### src/rtl/seg_pkg.sv
// Shared segment-bit positions and the hex glyph table for the display scanner.
// Segment vectors are active-high {dp,g,f,e,d,c,b,a}; SEG_DARK is the all-off active-low pattern.
package seg_pkg;

    localparam int SEG_A  = 0;
    localparam int SEG_B  = 1;
    localparam int SEG_C  = 2;
    localparam int SEG_D  = 3;
    localparam int SEG_E  = 4;
    localparam int SEG_F  = 5;
    localparam int SEG_G  = 6;
    localparam int SEG_DP = 7;

    localparam logic [7:0] SEG_DARK = 8'hFF;

    // Returns active-high {g,f,e,d,c,b,a} for a hex nibble.
    function automatic logic [6:0] hex_to_seg(input logic [3:0] nib);
        logic [6:0] s;
        case (nib)
            4'h0: s = 7'h3F;
            4'h1: s = 7'h06;
            4'h2: s = 7'h5B;
            4'h3: s = 7'h4F;
            4'h4: s = 7'h66;
            4'h5: s = 7'h6D;
            4'h6: s = 7'h7D;
            4'h7: s = 7'h07;
            4'h8: s = 7'h7F;
            4'h9: s = 7'h6F;
            4'hA: s = 7'h77;
            4'hB: s = 7'h7C;
            4'hC: s = 7'h39;
            4'hD: s = 7'h5E;
            4'hE: s = 7'h79;
            4'hF: s = 7'h71;
        endcase
        return s;
    endfunction

endpackage

### src/rtl/seg_hex_decode.sv
// Hex nibble to active-high 7-segment glyph {g,f,e,d,c,b,a}.
// Purely combinational, zero latency; no flow control.
module seg_hex_decode
    import seg_pkg::*;
(
    input  logic [3:0] nib_i,
    output logic [6:0] seg_o
);

    assign seg_o = hex_to_seg(nib_i);

endmodule

### src/rtl/seg_scan_ctrl.sv
// Multiplexed 7-segment scanner with frame-synchronous double-buffered display data.
// seg_n/an_n lag the scan state by one clock; load is never stalled (newest load wins).
module seg_scan_ctrl
    import seg_pkg::*;
#(
    parameter int N_DIGITS = 8,
    parameter int DIV_W    = 16,
    parameter int DEAD     = 2,
    parameter int BLINK_W  = 5
) (
    input  logic                        clk,
    input  logic                        rst_n,
    input  logic                        mode,
    input  logic [4*N_DIGITS-1:0]       hex_data,
    input  logic [8*N_DIGITS-1:0]       gfx_data,
    input  logic [N_DIGITS-1:0]         point,
    input  logic [N_DIGITS-1:0]         blank,
    input  logic [N_DIGITS-1:0]         blink,
    input  logic                        load,
    output logic [7:0]                  seg_n,
    output logic [N_DIGITS-1:0]         an_n,
    output logic [$clog2(N_DIGITS)-1:0] scan_idx,
    output logic                        frame_tick
);

    localparam int                IDX_W    = $clog2(N_DIGITS);
    localparam logic [IDX_W-1:0]  LAST_IDX = IDX_W'(N_DIGITS - 1);
    localparam logic [DIV_W-1:0]  DEAD_CNT = DIV_W'(DEAD);

    typedef struct packed {
        logic                  mode;
        logic [4*N_DIGITS-1:0] hex;
        logic [8*N_DIGITS-1:0] gfx;
        logic [N_DIGITS-1:0]   point;
        logic [N_DIGITS-1:0]   blank;
        logic [N_DIGITS-1:0]   blink;
    } disp_t;

    logic [DIV_W-1:0]    presc_q, presc_d;
    logic [IDX_W-1:0]    scan_idx_q, scan_idx_d;
    logic                frame_tick_q;
    logic [BLINK_W-1:0]  blink_cnt_q;
    logic                blink_phase_q;
    disp_t               act_q, pend_q, load_dat;
    logic                pend_vld_q;
    logic [7:0]          seg_n_q, seg_n_d;
    logic [N_DIGITS-1:0] an_n_q, an_n_d;
    logic                digit_wrap, frame_wrap;
    int                  cur_i;
    logic [3:0]          cur_nib;
    logic [6:0]          hex_seg;
    logic [7:0]          cur_seg;
    logic                dark;

    assign load_dat   = {mode, hex_data, gfx_data, point, blank, blink};
    assign digit_wrap = (presc_q == '1);
    assign frame_wrap = digit_wrap && (scan_idx_q == LAST_IDX);
    assign presc_d    = presc_q + 1'b1;
    assign scan_idx_d = !digit_wrap              ? scan_idx_q :
                        (scan_idx_q == LAST_IDX) ? '0         : scan_idx_q + 1'b1;

    always_ff @(posedge clk or negedge rst_n) begin
        if (!rst_n) begin
            presc_q       <= '0;
            scan_idx_q    <= '0;
            frame_tick_q  <= 1'b0;
            blink_cnt_q   <= '0;
            blink_phase_q <= 1'b0;
        end else begin
            presc_q      <= presc_d;
            scan_idx_q   <= scan_idx_d;
            frame_tick_q <= frame_wrap;
            if (frame_wrap) begin
                blink_cnt_q <= blink_cnt_q + 1'b1;
                if (blink_cnt_q == '1) begin
                    blink_phase_q <= ~blink_phase_q;
                end
            end
        end
    end

    // Active set only changes on the wrap edge, so a whole frame always shows one snapshot;
    // a load on that same edge bypasses pending so the newest data is what goes live.
    always_ff @(posedge clk or negedge rst_n) begin
        if (!rst_n) begin
            act_q      <= '0;
            pend_q     <= '0;
            pend_vld_q <= 1'b0;
        end else if (frame_wrap) begin
            if (load) begin
                act_q <= load_dat;
            end else if (pend_vld_q) begin
                act_q <= pend_q;
            end
            pend_vld_q <= 1'b0;
        end else if (load) begin
            pend_q     <= load_dat;
            pend_vld_q <= 1'b1;
        end
    end

    assign cur_i   = int'(scan_idx_q);
    assign cur_nib = act_q.hex[4*cur_i +: 4];

    seg_hex_decode u_hex_decode (
        .nib_i (cur_nib),
        .seg_o (hex_seg)
    );

    always_comb begin
        seg_n_d = SEG_DARK;
        an_n_d  = '1;
        cur_seg = act_q.mode ? act_q.gfx[8*cur_i +: 8] : {act_q.point[cur_i], hex_seg};
        dark    = (presc_q < DEAD_CNT) || act_q.blank[cur_i] ||
                  (act_q.blink[cur_i] && blink_phase_q);
        if (!dark) begin
            seg_n_d = ~cur_seg;
            an_n_d  = ~(N_DIGITS'(1) << scan_idx_q);
        end
    end

    always_ff @(posedge clk or negedge rst_n) begin
        if (!rst_n) begin
            seg_n_q <= SEG_DARK;
            an_n_q  <= '1;
        end else begin
            seg_n_q <= seg_n_d;
            an_n_q  <= an_n_d;
        end
    end

    assign seg_n      = seg_n_q;
    assign an_n       = an_n_q;
    assign scan_idx   = scan_idx_q;
    assign frame_tick = frame_tick_q;

endmodule
### config.mk
export PLATFORM = sky130hd
export DESIGN_NAME = seg_scan_ctrl
export DESIGN_NICKNAME = d
export VERILOG_FILES = /design/src/rtl/seg_pkg.sv /design/src/rtl/seg_hex_decode.sv /design/src/rtl/seg_scan_ctrl.sv
export SDC_FILE = /design/constraint.sdc
export NUM_CORES = 1
export LEC_CHECK = 0
export ABC_CLOCK_PERIOD_IN_PS = 3850
export CORE_MARGIN = 1
export CORE_UTILIZATION = 50
export CTS_CLUSTER_SIZE = 24
export DETAILED_ROUTE_END_ITERATION = 7
export HOLD_SLACK_MARGIN = 0.1
export PLACE_DENSITY = 0.82
export SETUP_SLACK_MARGIN = 0.2
export SYNTH_ARGS = -nofsm -noshare
export SYNTH_HDL_FRONTEND = slang
export SYNTH_SLANG_ARGS = --single-unit
### constraint.sdc
create_clock -name clk -period 3.85 [get_ports clk]
set_input_delay 0.77 -clock clk [delete_from_list [all_inputs] [get_ports clk]]
set_output_delay 0.77 -clock clk [all_outputs]
set_load 0.02 [all_outputs]
==> run summary, run 1 <==
The number of placement rows is 58. Of the total power, combinational logic draws 0.078. The maximum fanout count along the critical path is 38. In this run the number of H-tree levels came out at 1. The flow ran to the end, and the final reports show no timing, DRC or antenna violations. The worst relative slew slack is 0.357. Synthesis produced a netlist whose cell count is 1015.

Counting cells, the worst reg-to-reg path comes to 7. Prior to clock tree synthesis, the placed netlist has a worst setup slack of 0.933 ns. The CTS sink count came out at 285. The initial antenna violation count is 1. The tightest min-delay check is of the primary input to async pin type. The fraction of power consumed by the clock network came out at 0.447. The number of CTS-inserted buffers came out at 30. During synthesis, Yosys emitted a total of 0 warnings.

The DRC violation count after routing came out at 0. The type of the worst setup path is register to register. The proportion of netlist area held by the largest area contributor came out at 0.519. For this design, the slowest cell found on the critical path is sky130_fd_sc_hd__or2b_4.

The post-synth design cell area is 13000 µm². The number of global-route vias before repair came out at 8528. The maximum cell stage delay along the critical path came out at 0.54 ns. The top cell type by total area after synthesis is sky130_fd_sc_hd__dfrtp_1. The leftover overflow at the end of global routing is 0.

For the worst setup path, the data required time is 4.27 ns. Setup repair after global routing left no endpoint under its margin. The number of nets in the finished design is 1281. The width of the die is 163 µm. The main flop type after synthesis is sky130_fd_sc_hd__dfrtp_1. 144 I/O pins were placed. Sorting the synthesized cells by how often they occur yields sky130_fd_sc_hd__dfrtp_1 (269), sky130_fd_sc_hd__mux2i_1 (132), sky130_fd_sc_hd__nor2_1 (127), sky130_fd_sc_hd__a21oi_1 (122), sky130_fd_sc_hd__mux2_1 (90). The final period utilization came out at 0.764. The count of flip-flops with a built-in enable after synthesis came out at 0. The first routing iteration left 485 violations. During placement, the flow inserted port buffers numbering 143. The slew of the pin with the lowest slew margin is 0.964 ns. The area enclosed by the die boundary came out at 26600 µm².

The analysis attributes to net switching a power of 1490 µW. The area growth from synthesis to final layout came out at 20.9%. The standby leakage power is 0.00715 µW.

The die span in y came out at 163 µm. The clock-pin slew reported for the worst setup and hold paths after clock tree synthesis came out at 0.06 ns. The fraction of registers with async set/reset is 1.00. The wire length of the first global-routing pass came out at 44.5 mm.

The number of nets produced by synthesis came out at 1154. Once detailed placement completed, the half-perimeter wirelength came to 18.6 mm. Timing would allow up to 340 MHz.

Of the cells placed in the final design, the portion with a size suffix greater than 1 is 0.139. The critical path goes through ha_1 -> nand2_1 -> nor4_4 -> and3_1 -> or2b_4 -> buf_12 -> mux2_1. The post-detailed-route via-to-cell ratio is 5.52. The most common cell in the synthesized netlist is sky130_fd_sc_hd__dfrtp_1. The clock latency on the worst-skew pair is 0.55 ns. The number of nets with antenna violations after routing came out at 0. The register-to-register setup slack is 0.91 ns. In the global route stage, overall resource usage came out at 0.214.

The clock passes through at most 3 buffers. The number of hold buffers added after CTS was 0. In the post-synthesis netlist, the biggest area contributors are sky130_fd_sc_hd__dfrtp_1 (52%), sky130_fd_sc_hd__mux2i_1 (10%), sky130_fd_sc_hd__mux2_1 (7.8%). Synthesis instantiated 45 different standard cells from the library. The number of gates resized after CTS came out at 0. The internal power came out at 5210 µW. For this configuration, the core starts out at a cell density of 0.512. The mean post-synth cell area is 12.8 µm². The worst IR drop on VDD came out at 0.000304 V. The number of max-slew violations in the final report was 0. Summing all flip-flop and latch instances after layout gives 7150 µm². The worst setup margin came out at 0.909 ns. The area of the core region came out at 25300 µm². Clock tree synthesis selected as its root buffer the cell sky130_fd_sc_hd__clkbuf_16.

The number of iterations in the first detailed-routing pass is 4. The vias after detailed routing came out at 8259. The summed negative setup slack over all endpoints is 0 ns. The shortest clock period the worst path allows after layout is 2.94 ns. Dividing the detail-routed wire length by the instance count gives 18.4 µm. The final setup violation count is 0. The arrival time at the worst endpoint is 3.36 ns.

For this run, the register share of the synthesized area comes to 0.551. The setup fix buffers added after clock tree synthesis is 0. After filler insertion, the fill cell instance count of the layout stands at 1941. The largest clock skew in the final design is 0.0111 ns. STA classifies the critical path endpoint as a register. The area of the multi-input gates is 5380 µm². Power spread over the standard cell area amounts to 427 nW/µm². The share of total power dissipated in sequential elements is 0.476.

The CTS tree is built. The number of synthesized register bits is 285. The startpoint kind of the worst setup timing path is a register. The maximum number of pins on one net before global-route repair came out at 123.

The final layout contains routed wiring with a total length of 27.6 mm. The routability congestion estimate came out at 0.827. The number of hold violations in the final report came out at 0. The number of max-cap violations is 0. Of the total power, the share spent switching nets is 0.222.
## worst max-delay path, delay by kind of cell, from the launching register on
kind	cells	cell delay (ns)
adders and majority gates	1	0.29
buffers and inverters	1	0.32
DFF	1	0.42
muxes	1	0.36
and+or+nand+nor	4	1.38
## area by class of cell
class,count,share of cell area
Multi-Input combinational cell,656,0.343
Inverter,8,0.00191
Antenna cell,1,0.000160
Clock inverter,17,0.0134
Timing Repair Buffer,161,0.106
Sequential cell,285,0.456
Clock buffer,39,0.0532
Tap cell,330,0.0263
## power by group through the flow
stage | clock, µW | combinational, µW | sequential, µW
finish | 2990 | 519 | 3190
global route | 3170 | 569 | 3200
global placement | 0 | 513 | 3230
detailed placement | 0 | 525 | 3240
CTS | 3040 | 530 | 3190
floorplan | 0 | 269 | 3220
## path summary, 6_finish.rpt
kind | endpoint | startpoint
hold / removal | pend_q[98]$_DFFE_PN0P_ | rst_n
hold reg to reg | pend_q[31]$_DFFE_PN0P_ | pend_q[31]$_DFFE_PN0P_
max in group asynchronous | seg_n[5]$_DFF_PN1_ | rst_n
setup / recovery | pend_q[95]$_DFFE_PN0P_ | presc_q[1]$_DFF_PN0_
setup reg to reg | pend_q[95]$_DFFE_PN0P_ | presc_q[1]$_DFF_PN0_
min in group clk | pend_q[31]$_DFFE_PN0P_ | pend_q[31]$_DFFE_PN0P_
## per-layer routing
metal  track usage  wire length [µm]  up-vias
li1              -                 -     3869
met5             0                17        -
met3        0.0340              1140       45
met1         0.286             11900     4155
met4        0.0544               610        2
met2         0.365             13900      188
## placed cells by master, fill, tap and decap left out, drive strengths merged, types with 13 or more instances in the layout
master,count
dfrtp,269
mux2,124
ha,15
clkdlybuf4s50,141
nand2,29
nor2,127
buf,20
mux2i,133
dfstp,16
xnor2,13
a21oi,122
mux4,31
clkbuf,39
## cells by family (layout without fill, tap and decap cells)
kind of cell,after synthesis,after routing,synth area share
adder cells (fa/ha/maj),15,15,0.0145
other,0,1,0
buffers and inverters,74,225,0.0342
AO/OA/AOI/OAI,141,141,0.0581
multiplexers,288,288,0.265
AND/OR/NAND/NOR,194,194,0.0645
XOR/XNOR,18,18,0.0122
flip-flops,285,285,0.551
## flip-flops by register name, indices dropped and copies added, names as in the netlist
name / count
seg_n: 8
presc_q: 16
scan_idx: 3
blink_cnt_q: 5
blink_phase_q: 1
pend_q: 121
pend_vld_q: 1
frame_tick: 1
an_n: 8
act_q: 121
## metrics by stage
step	util	instances	power (µW)	hold WS (ns)	instance area [µm²]
floorplan	-	1015	3490	0.438	13000
global route	0.619	1496	6940	0.392	15700
finish	0.619	1497	6700	0.307	15700
CTS	0.619	1496	6760	0.356	15700
global placement	0.578	1440	3740	0.458	14600
detailed placement	0.578	1440	3760	0.476	14600
(Power assumes the default switching activity.)
==> run 2: changes to the inputs <==
- ABC_CLOCK_PERIOD_IN_PS: 3850 -> 3100
- clock period: 3.85 -> 3.1 ns (I/O delays scaled with it)
==> run summary, run 2 (synthesis results as in run 1) <==
The number of ports placed on the die boundary is 144 (unchanged). The final period utilization came out at 0.896. The sum of net half-perimeters after detailed placement came to 18.2 mm (was 18.6 mm). The largest clock skew in the final design came out at 0.0194 ns (was 0.0111 ns). The worst hold-check path type is primary input to register (was primary input to async pin). The width of the die is 163 µm (unchanged).

The post-place setup slack came out at 0.482 ns (was 0.933 ns). The total power density per cell area was 521 nW/µm² (was 427 nW/µm²). The number of iterations in the first detailed-routing pass came out at 5 (was 4). The setup fix buffers added after clock tree synthesis came out at 0 (unchanged). The area of the core region is 25300 µm² (unchanged). The maximum fanout count along the critical path came out at 13 (was 38).

The number of nets in the finished design is 1286 (was 1281). The most frequent standard cell in the layout excluding fill and tap cells was sky130_fd_sc_hd__dfrtp_1 (unchanged). The total wire length came out at 27.0 mm (was 27.6 mm). The power share of the sequential group is 0.484 (was 0.476). The number of hold violations in the final report is 0 (unchanged). The area growth from synthesis to final layout was 20.9% (unchanged). The cell at the root of the clock tree is sky130_fd_sc_hd__clkbuf_16 (unchanged). The worst relative slew slack came to 0.500 (was 0.357). The number of nets with antenna violations after routing is 0 (unchanged).

The critical-path cell with the highest stage delay is sky130_fd_sc_hd__dfrtp_1 (was sky130_fd_sc_hd__or2b_4). The highest clock frequency the design can meet is 360 MHz. The share of cells above drive strength 1 is 0.134 (was 0.139). The type of the worst setup path is register to output pin (was register to register). The kind of end point of the critical path was an output pin (was register). The maximum number of pins on one net before global-route repair is 107 (was 123). The area enclosed by the die boundary came out at 26600 µm² (unchanged). Setup repair after global routing missed its margin: false (unchanged). The worst IR drop on VDD is 0.000385 V (was 0.000304 V).

The leftover overflow at the end of global routing came out at 0 (unchanged). The CTS sink count is 285 (unchanged). The number of antenna repair diodes came out at 0 (was 1). The startpoint kind of the worst setup timing path was a register (unchanged). The starting utilization of the core area came out at 0.512 (unchanged). The average wire per cell in the routed design is 18.0 µm (was 18.4 µm). The summed negative setup slack over all endpoints came out at 0 ns (unchanged). The clock latency on the worst-skew pair was 0.55 ns (about the same). The number of max-slew violations in the final report is 0 (unchanged). The fraction of power consumed by the clock network is 0.437 (was 0.447).

The data required time at the worst endpoint came out at 2.48 ns (was 4.27 ns). The switching fraction of total power is 0.221 (was 0.222). The fraction of power consumed by combinational cells is 0.079 (was 0.078).

The final setup violation count came out at 0 (unchanged). The vias after detailed routing came out at 8193 (was 8259). The maximum level of the CTS H-tree came to 1 (unchanged). The post-detailed-route via-to-cell ratio is 5.46 (was 5.52). The number of CTS-inserted buffers is 31 (was 30). The arrival time at the worst endpoint came out at 2.16 ns (was 3.36 ns).

The number of placement rows came out at 58 (unchanged). The combined global-route utilization of all metal layers came out at 0.214 (about the same). The number of global-route vias before repair is 8594 (was 8528).

The count of routing violations after the opening detailed-route iteration is 512 (was 485). The slew of the pin with the lowest slew margin is 0.750 ns (was 0.964 ns). The routability congestion estimate came to 0.854 (was 0.827). Sequence of cells on the critical path: buf_4 -> clkdlybuf4s50_1 (was ha_1 -> nand2_1 -> nor4_4 -> and3_1 -> or2b_4 -> buf_12 -> mux2_1). The initial antenna violation count is 1 (unchanged). The internal power came out at 6370 µW (was 5210 µW). Most frequent cells in the layout: sky130_fd_sc_hd__dfrtp_1 (267), sky130_fd_sc_hd__clkdlybuf4s50_1 (141), sky130_fd_sc_hd__mux2i_1 (132) (unchanged). The DRC violation count after routing was 0 (unchanged). The worst setup margin is 0.324 ns (was 0.909 ns). The die span in y came to 163 µm (unchanged).

The wire length of the first global-routing pass came to 44.5 mm (about the same). The clock-pin slew reported for the worst setup and hold paths after clock tree synthesis came out at 0.06 ns (about the same). The maximum buffer depth of the clock tree was 3 (unchanged). The maximum cell stage delay along the critical path is 0.74 ns (was 0.54 ns). The CTS tree is built (unchanged). The filler cell count is 1912 (was 1941).

The shortest clock period the worst path allows after layout came out at 2.78 ns. The standby leakage power came out at 0.00715 µW (about the same). The total power of the final layout is 8170 µW (was 6700 µW).

The power dissipated by switching net loads came out at 1810 µW (was 1490 µW). The number of gates resized after CTS is 0 (unchanged). Run status: completed (unchanged). Largest registers: act_q (121), pend_q (121), presc_q (16) (unchanged). The count of buffers inserted at the top-level ports came to 143 (unchanged). The number of max-cap violations is 0 (unchanged).
## run 2: path summary, 6_finish.rpt
path / startpoint / to / slack [ns] / depth (start not counted)
worst min-delay path: load / pend_vld_q$_DFFE_PN0P_ / 0.36 / 3
min in group asynchronous: rst_n / pend_q[98]$_DFFE_PN0P_ / 0.65 / 2
worst min register to register: blink_cnt_q[3]$_DFFE_PN0P_ / blink_cnt_q[3]$_DFFE_PN0P_ / 0.47 / 1
worst max-delay path: scan_idx[2]$_DFFE_PN0N_ / scan_idx[2] / 0.32 / 2
worst max register to register: scan_idx[2]$_DFFE_PN0N_ / seg_n[3]$_DFF_PN1_ / 0.46 / 7
max in group asynchronous: rst_n / seg_n[0]$_DFF_PN1_ / 1.59 / 3
## run 2: through the flow
| step | util | hold WS (ns) | cell area (µm²) | std cells |
|---|---|---|---|---|
| after CTS | 0.619 | 0.332 | 15700 | 1501 |
| after global routing | 0.619 | 0.358 | 15700 | 1501 |
| final | 0.619 | 0.356 | 15700 | 1501 |
| after detailed placement | 0.580 | 0.461 | 14700 | 1443 |
| after floorplan | - | 0.324 | 13000 | 1015 |
| after global placement | 0.580 | 0.453 | 14700 | 1443 |
## run 2: timing repair
action	in CTS	in global routing
setup endpoints to repair	0	0
hold buffers	1	0
endpoints found under the hold margin	60	0
## run 2: metal layers
layer	GRT usage	routed length [µm]
met5	0	13
met4	0.0607	625
met2	0.363	13500
met1	0.288	11600
met3	0.0289	1250
## run 2: layout make-up
type	count	area [µm²]	share of cell area
clock buffer	49	893	0.0570
clock inverter	8	96.3	0.00614
inverter	8	30.0	0.00191
multi-input combinational	656	5380	0.343
sequential	285	7150	0.456
tap	330	413	0.0263
timing repair buffer	165	1720	0.110
## run 2: critical path: cells and delay by family (launching register included)
| family | cells | cell delay [ns] |
|---|---|---|
| flops | 1 | 0.74 |
| buf+inv | 2 | 0.86 |
## run 2: power by group through the flow
stage	combinational, µW	sequential (µW)	clock (µW)
2_1_floorplan	334	4000	0
3_5_place_dp	654	4020	0
5_1_grt	712	3970	3790
4_1_cts	659	3960	3650
3_3_place_gp	639	4010	0
6_report	645	3960	3570
